**config.mk**
```make
export PLATFORM = sky130hd
export DESIGN_NAME = path_walker
export DESIGN_NICKNAME = d
export VERILOG_FILES = /design/src/rtl/path_walker.sv
export SDC_FILE = /design/constraint.sdc
export NUM_CORES = 1
export LEC_CHECK = 0
export ABC_AREA = 1
export BUFFER_PORTS_ARGS = -buffer_cell sky130_fd_sc_hd__buf_4
export CAP_MARGIN = 20
export CORE_MARGIN = 3
export CORE_UTILIZATION = 45
export DETAILED_ROUTE_END_ITERATION = 12
export HOLD_SLACK_MARGIN = 0.05
export PLACE_DENSITY = 0.8
export REMOVE_ABC_BUFFERS = 1
export SLEW_MARGIN = 5
export SYNTH_ARGS = -nofsm -noshare
export SYNTH_HDL_FRONTEND = slang
export SYNTH_SLANG_ARGS = --single-unit
```
**constraint.sdc**
```tcl
create_clock -name clk -period 1.8 [get_ports clk]
set_input_delay 0.18 -clock clk [delete_from_list [all_inputs] [get_ports clk]]
set_output_delay 0.18 -clock clk [all_outputs]
set_load 0.03 [all_outputs]
```
**src/rtl/path_walker.sv**
```systemverilog
// Walks a parent-linked node chain from goal_index back to the root, emitting one waypoint per node.
// Latency: first wp_valid three cycles after walk_pulse; three cycles per waypoint with wp_ready held high.
// Backpressure: wp_valid/wp_x/wp_y/wp_last hold until wp_ready; optional cost check via PATH_WALKER_COST_CHECK_EN.
module path_walker #(
    parameter int DEPTH = 1500,
    parameter int IDX_W = 11
) (
    input  logic             clk,
    input  logic             reset,
    input  logic             walk_pulse,
    input  logic [IDX_W-1:0] goal_index,
    output logic             rd_en,
    output logic [IDX_W-1:0] rd_addr,
    input  logic [9:0]       rd_x,
    input  logic [9:0]       rd_y,
    input  logic [31:0]      rd_parent,
    input  logic [31:0]      rd_cost,
    output logic [9:0]       wp_x,
    output logic [9:0]       wp_y,
    output logic             wp_valid,
    input  logic             wp_ready,
    output logic             wp_last,
    output logic             busy,
    output logic             done,
    output logic             error,
    output logic [IDX_W-1:0] wp_count
);

    typedef enum logic [2:0] {IDLE, FETCH, WAIT, EMIT, DONE, ERR} state_t;

    localparam logic [31:0] DEPTH_W = 32'(DEPTH);
    localparam logic [IDX_W-1:0] ONE = {{(IDX_W-1){1'b0}}, 1'b1};

    state_t           state, state_nxt;
    logic [IDX_W-1:0] cur_idx;
    logic [IDX_W-1:0] parent_idx;
    logic [9:0]       x_q, y_q;
    logic             last_q;
    logic [IDX_W-1:0] cnt_q;
    logic             err_q;

    logic parent_root, parent_ok, cost_ok, goal_ok, xfer, guard_hit;

`ifdef PATH_WALKER_COST_CHECK_EN
    logic [31:0] cost_q, prev_cost;
    logic        have_prev;
    // Costs must strictly fall from one emitted node to the next.
    assign cost_ok = !have_prev || (rd_cost < prev_cost);
`else
    logic unused_cost;
    assign unused_cost = ^rd_cost;
    assign cost_ok     = 1'b1;
`endif

    assign parent_root = (rd_parent == 32'hFFFF_FFFF);
    // Negative parents other than -1 compare as huge unsigned values and fall out of range.
    assign parent_ok   = parent_root || (rd_parent < DEPTH_W);
    assign goal_ok     = (32'(goal_index) < DEPTH_W);
    assign xfer        = (state == EMIT) && wp_ready;
    assign guard_hit   = ((32'(cnt_q) + 32'd1) == DEPTH_W);

    always_comb begin
        state_nxt = state;
        case (state)
            IDLE:    if (walk_pulse) state_nxt = goal_ok ? FETCH : ERR;
            FETCH:   state_nxt = WAIT;
            WAIT:    state_nxt = (parent_ok && cost_ok) ? EMIT : ERR;
            EMIT: begin
                if (wp_ready) begin
                    if (last_q)         state_nxt = DONE;
                    else if (guard_hit) state_nxt = ERR;
                    else                state_nxt = FETCH;
                end
            end
            DONE:    state_nxt = IDLE;
            ERR:     state_nxt = IDLE;
            default: state_nxt = IDLE;
        endcase
    end

    always_ff @(posedge clk) begin
        if (!reset) begin
            state      <= IDLE;
            cur_idx    <= '0;
            parent_idx <= '0;
            x_q        <= '0;
            y_q        <= '0;
            last_q     <= 1'b0;
            cnt_q      <= '0;
            err_q      <= 1'b0;
`ifdef PATH_WALKER_COST_CHECK_EN
            cost_q     <= '0;
            prev_cost  <= '0;
            have_prev  <= 1'b0;
`endif
        end else begin
            state <= state_nxt;
            if (state == IDLE && walk_pulse) begin
                cur_idx <= goal_index;
                cnt_q   <= '0;
                err_q   <= 1'b0;
`ifdef PATH_WALKER_COST_CHECK_EN
                have_prev <= 1'b0;
`endif
            end
            if (state == WAIT) begin
                x_q        <= rd_x;
                y_q        <= rd_y;
                last_q     <= parent_root;
                parent_idx <= rd_parent[IDX_W-1:0];
`ifdef PATH_WALKER_COST_CHECK_EN
                cost_q     <= rd_cost;
`endif
            end
            if (xfer) begin
                cnt_q   <= cnt_q + ONE;
                cur_idx <= parent_idx;
`ifdef PATH_WALKER_COST_CHECK_EN
                prev_cost <= cost_q;
                have_prev <= 1'b1;
`endif
            end
            // Placed after the walk_pulse clear so an out-of-range goal still flags.
            if (state_nxt == ERR) err_q <= 1'b1;
        end
    end

    assign rd_en    = (state == FETCH);
    assign rd_addr  = rd_en ? cur_idx : '0;
    assign wp_valid = (state == EMIT);
    assign wp_last  = wp_valid && last_q;
    assign wp_x     = x_q;
    assign wp_y     = y_q;
    assign busy     = (state != IDLE);
    assign done     = (state == DONE);
    assign error    = err_q;
    assign wp_count = cnt_q;

endmodule

```
[Yosys cells after proc, flatten, opt, wreduce, memory -nomap -nowiden]
Index checks and enable logic that the tools add are counted.
Word-level totals
  bits in registers: 58
  bits in latches: 0
  RAM bits: 0
  memory bits (read-only): 0
  input port bits: 99
  memories kept: 0
Cells by class
  $add $sub $neg: 2
  $mul: 0
  divide/modulo/power cells: 0
  magnitude comparators: 2
  equal/unequal tests: 7
  shifts and indexed selects: 0
  muxes and demuxes: 14
  bitwise logic cells: 0
  reduce and logical (&&, ||, !) cells: 8
Operator list (number)
  2-to-1 mux 11 bit: 5
  == test 32 bit, second input constant: 1
  < comparator 32 x 11 -> 1 bit, second input constant: 1
  2-to-1 mux 3 bit: 6
  adder 11 x 1 -> 12 bit, second input constant: 1
  == test 12 x 11 -> 1 bit, second input constant: 1
  one-hot mux 3 bit (4 select lines): 1
  adder 11 x 1 -> 11 bit, second input constant: 1
  < comparator 11 bit, second input constant: 1
  == test 3 x 2 -> 1 bit, second input constant: 2
  == test 3 bit, second input constant: 2
  nonzero test 2 bit: 2
  == test 3 x 1 -> 1 bit, second input constant: 1
  logical AND 1 bit: 3
  logical NOT 3 bit: 1
  nonzero test 3 bit: 1
  2-to-1 mux 1 bit: 2
  logical OR 1 bit: 1

[Logic depth before layout (Yosys ltp)]
  depth in word-level cells: 8
  depth in mapped cells: 13

[Worst setup path after synthesis]
OpenSTA, ideal clock, no wires.
  path type: reg2out
  from: reg state[0]
  to: out rd_addr[0]
  arrival: 2000 ps
  required time: 1620 ps
  setup slack: -380 ps
  stages on the path, launching flop included: 6
  cells stage by stage: dfxtp_1 -> inv_1 -> nor3_1 -> inv_1 -> clkbuf_1 -> nor2_1
Between the ends
  word-level cells in the longest chain between the ends: 2
Ends and longest elaborated chain
  start, declared: RTL line 34  | state_t state, state_nxt;
  start signal, assigned: RTL line 97  | state <= state_nxt;
  == test 3 x 1 -> 1 bit: RTL line 128  | assign rd_en = (state == FETCH);
  named net rd_en: RTL line 12  | output logic rd_en,
  2-to-1 mux 11 bit: RTL line 129  | assign rd_addr = rd_en ? cur_idx : '0;
  end, declared: RTL line 13  | output logic [IDX_W-1:0] rd_addr,
The timed path passes the listed nets, and every way through them passes these cells.

[Final worst setup path]
  from: reg state[0]
  to: out rd_addr[5]
Between the ends
  word-level cells in the longest chain between the ends: 2
Ends and longest elaborated chain (RTL line)
  == test 3 x 1 -> 1 bit: 128
  2-to-1 mux 11 bit: 129
No other way between the ends.

==> impl_results.md <==
- Status: completed
- Sequential Area: 1160 µm²
- Initial DRT Pass Iterations: 4
- Setup crit start kind: register
- WL final: ~8000 µm
- Area after DPL: between 3000 and 4000 µm²
- Fin util: around 67%
- Total vias in the final route: between 3,000 and 4,000
- # DRC: 0
- Vias per Instance: around 5
- Post-route cell area: between 3000 and 4000 µm²
- Num CTS Buffers: 9
- CP Max Fanout: 12
- First-pass GRT wire length: ~13,000 µm
- Synth cell types: 33
- Gpl congestion: 0.892
- Clock sinks: 58
- Cell at the slowest stage of the critical path: dfxtp_2
- Reg clk slew, reported paths: around 0.070 ns
- Synthesized flop and latch total: between 50 and 60
- Vias in the first global route: roughly 3,000
- Final WS setup: ~0.11 ns
- Worst Max-Slew Pin Slew: just under 0.7 ns
- WL/cell: 12.7 µm
- Rel. slew slack: 54.8%
- Area grow syn2layout: 41.8%
- CTS tree: done
- PortBufs: 114
- Grt total ovfl: 0
- Std cell rows: 28
- Setup Viol. Count Final: 0
- Ys flop type: dfxtp_1
- 1st-iter DRT viols: around 180
- Crit path DAT: 1.51 ns
- Unrepaired setup endpoints after global routing: true
- Synthesized instance count: ~420
- Hold Path Class: in -> reg
- F_max: about 590 MHz
- Antenna fix cells: 0
- # nets final: between 600 and 700
- Pleak: between 1.5 and 2 nW
- Share of the yosys chip area belonging to registers: between 40% and 50%
- Fin crit share: 94.0%
- Final hold viol count: 0
- Hold_buf cts: 0
- Crit path cell chain: inv_1, nor3_2, inv_2, nor2_1, buf_4
- Slew Viols, Final: 0
- Worst-Skew Late Latency: around 0.33 ns
- Core area: between 5000 and 6000 µm²
- Clock skew: 0.0104 ns
- Synth warn: 0
- VDD IR-drop max: just over 0.0006 V
- Initial antenna violation count: 0
- CP Class: reg -> out
- Worst endpoint required time: between 1.5 and 2 ns
- H-tree depth: 3
- Place WS: around 0.14 ns
- Final hold slack: 0.0662 ns
- Number of synthesized flops with an enable pin: 0
- Tot Pwr: 0.00340 W
- Min cycle time layout: around 1.7 ns
- Die X: ~85 µm
- Overall Global Routing Usage: ~23%
- Max-Cap Viols: 0
- Layout cell share with drive strength beyond 1: between 20% and 30%
- I/O pins: between 100 and 150
- Largest net degree at the start of global routing: 39
- Total die area: 7250 µm²
- Antenna-violating nets left: 0
- Power Density: 851 nW/µm²
- Slowest stage delay, CP: 0.38 ns
- Post-Synthesis Cell Area: between 2000 and 3000 µm²
- Clock buffer depth: 2
- DP HPWL: 5980 µm
- Die outline height: 85.2 µm
- Area of the multi-input gates: between 1000 and 1500 µm²
- Number of fill cells: around 510
- Initial Util: 47.1%
- Critical Path Sink Type: output pin
- Root buffer selected by CTS: clkbuf_8
- Post-synth ARST share: 0%
- Syn Area/Cell: 6.68 µm²
- Post-CTS setup buffers: 0
==> Yosys cell counts (2+ instances only) <==
master     n  share of area (%)
a211oi_1   2               0.53
a21oi_1   27                4.8
buf_2      4               0.71
buf_4      2               0.53
clkbuf_1  11                1.5
dfxtp_1   58                 41
inv_1     46                6.1
inv_2      4               0.53
nand2_1   77                 10
nand2_2    3               0.67
nand3_1   18                3.2
nand4_1    5                1.1
nor2_1    83                 11
nor2_2     4               0.89
nor3_1     8                1.4
nor3_2     2               0.71
o211ai_1   4                1.1
o21ai_0   47                8.3
o21bai_1   3               0.80
==> power by group <==
part | total [W] | internal [W] | leakage [nW] | switching (W)
Clock | 0.00140 | 0.000890 | 0.119 | 0.000514
Sequential | 0.00141 | 0.00137 | 0.473 | 0.0000442
Combinational | 0.000587 | 0.000244 | 1.25 | 0.000343
==> sequential cells by signal, summed over array words and instances, names as in the netlist <==
signal	count
wp_y	10
error	1
parent_idx	11
state	3
cur_idx	11
wp_x	10
wp_count	11
last_q	1
==> critical path, delay by kind of cell (launching register included) <==
family                 cells  cell delay, ns
buffers and inverters      3            0.45
flip-flops                 1            0.38
AND/OR/NAND/NOR            2            0.35
==> repair_timing <==
action                     in CTS  in global routing
gates resized for setup         2                  4
setup endpoints to repair      11                 14
pin swaps                       0                  1
==> cell usage in the layout (no fill, tap or decap) <==
master	count
nor3b_1	1
nor2_1	83
nor3_4	2
o21bai_2	1
nand3_1	18
or2_2	1
a21oi_2	1
nand3_2	1
o21bai_1	3
nor3_1	7
clkinvlp_4	1
nand2_2	3
nor2_2	4
a31oi_1	1
a21oi_1	27
o211ai_1	4
a211oi_1	2
clkinv_2	1
a21o_1	1
inv_1	45
nand4_1	5
dfxtp_1	56
inv_4	1
buf_4	122
bufinv_16	2
nor3_2	2
o21ai_0	47
clkbuf_8	12
nand2_4	1
nor4_1	1
nand3b_1	1
nand2_1	77
inv_2	4
dfxtp_2	2
xor2_1	1
ha_2	1
==> layout make-up <==
type	count	area share (%)
Sequential cell	58	29.1
Inverter	50	4.76
Timing Repair Buffer	122	22.9
Clock buffer	12	4.13
Clock inverter	4	1.81
Multi-Input combinational cell	296	34.9
Tap cell	75	2.35
==> per-layer routing <==
metal,global-route usage [%],share of wire [%],vias up
met5,0,0,-
met4,8.63,1.5,0
met3,9.22,9.9,12
met2,39.1,48,105
met1,24.6,40,1395
li1,-,-,1575
==> kinds of logic (layout without fill, tap and decap cells) <==
kind of cell	after synthesis	in the layout	synth area share (%)
xor+xnor	1	1	0.311
flops	58	58	41.2
buf+inv	68	188	9.76
simple gates	207	207	31.6
compound gates	87	87	16.7
fa+ha+maj	1	1	0.444
==> final timing paths <==
check	depth (start not counted)	slack, ns	to	from
max	5	0.11	rd_addr[5]	state[0]
min	3	0.07	wp_x[6]	rd_x[6]
max reg2reg	13	0.17	error	wp_count[1]
min reg2reg	2	0.45	parent_idx[8]	parent_idx[8]
==> through the flow <==
stage | setup TNS (ns) | cells
CTS | 0 | 617
global placement | 0 | 601
detailed placement | 0 | 601
global route | -0.0581 | 617
finish | 0 | 617
floorplan | -11.96 | 404
Power figures use the tool's default switching activity.
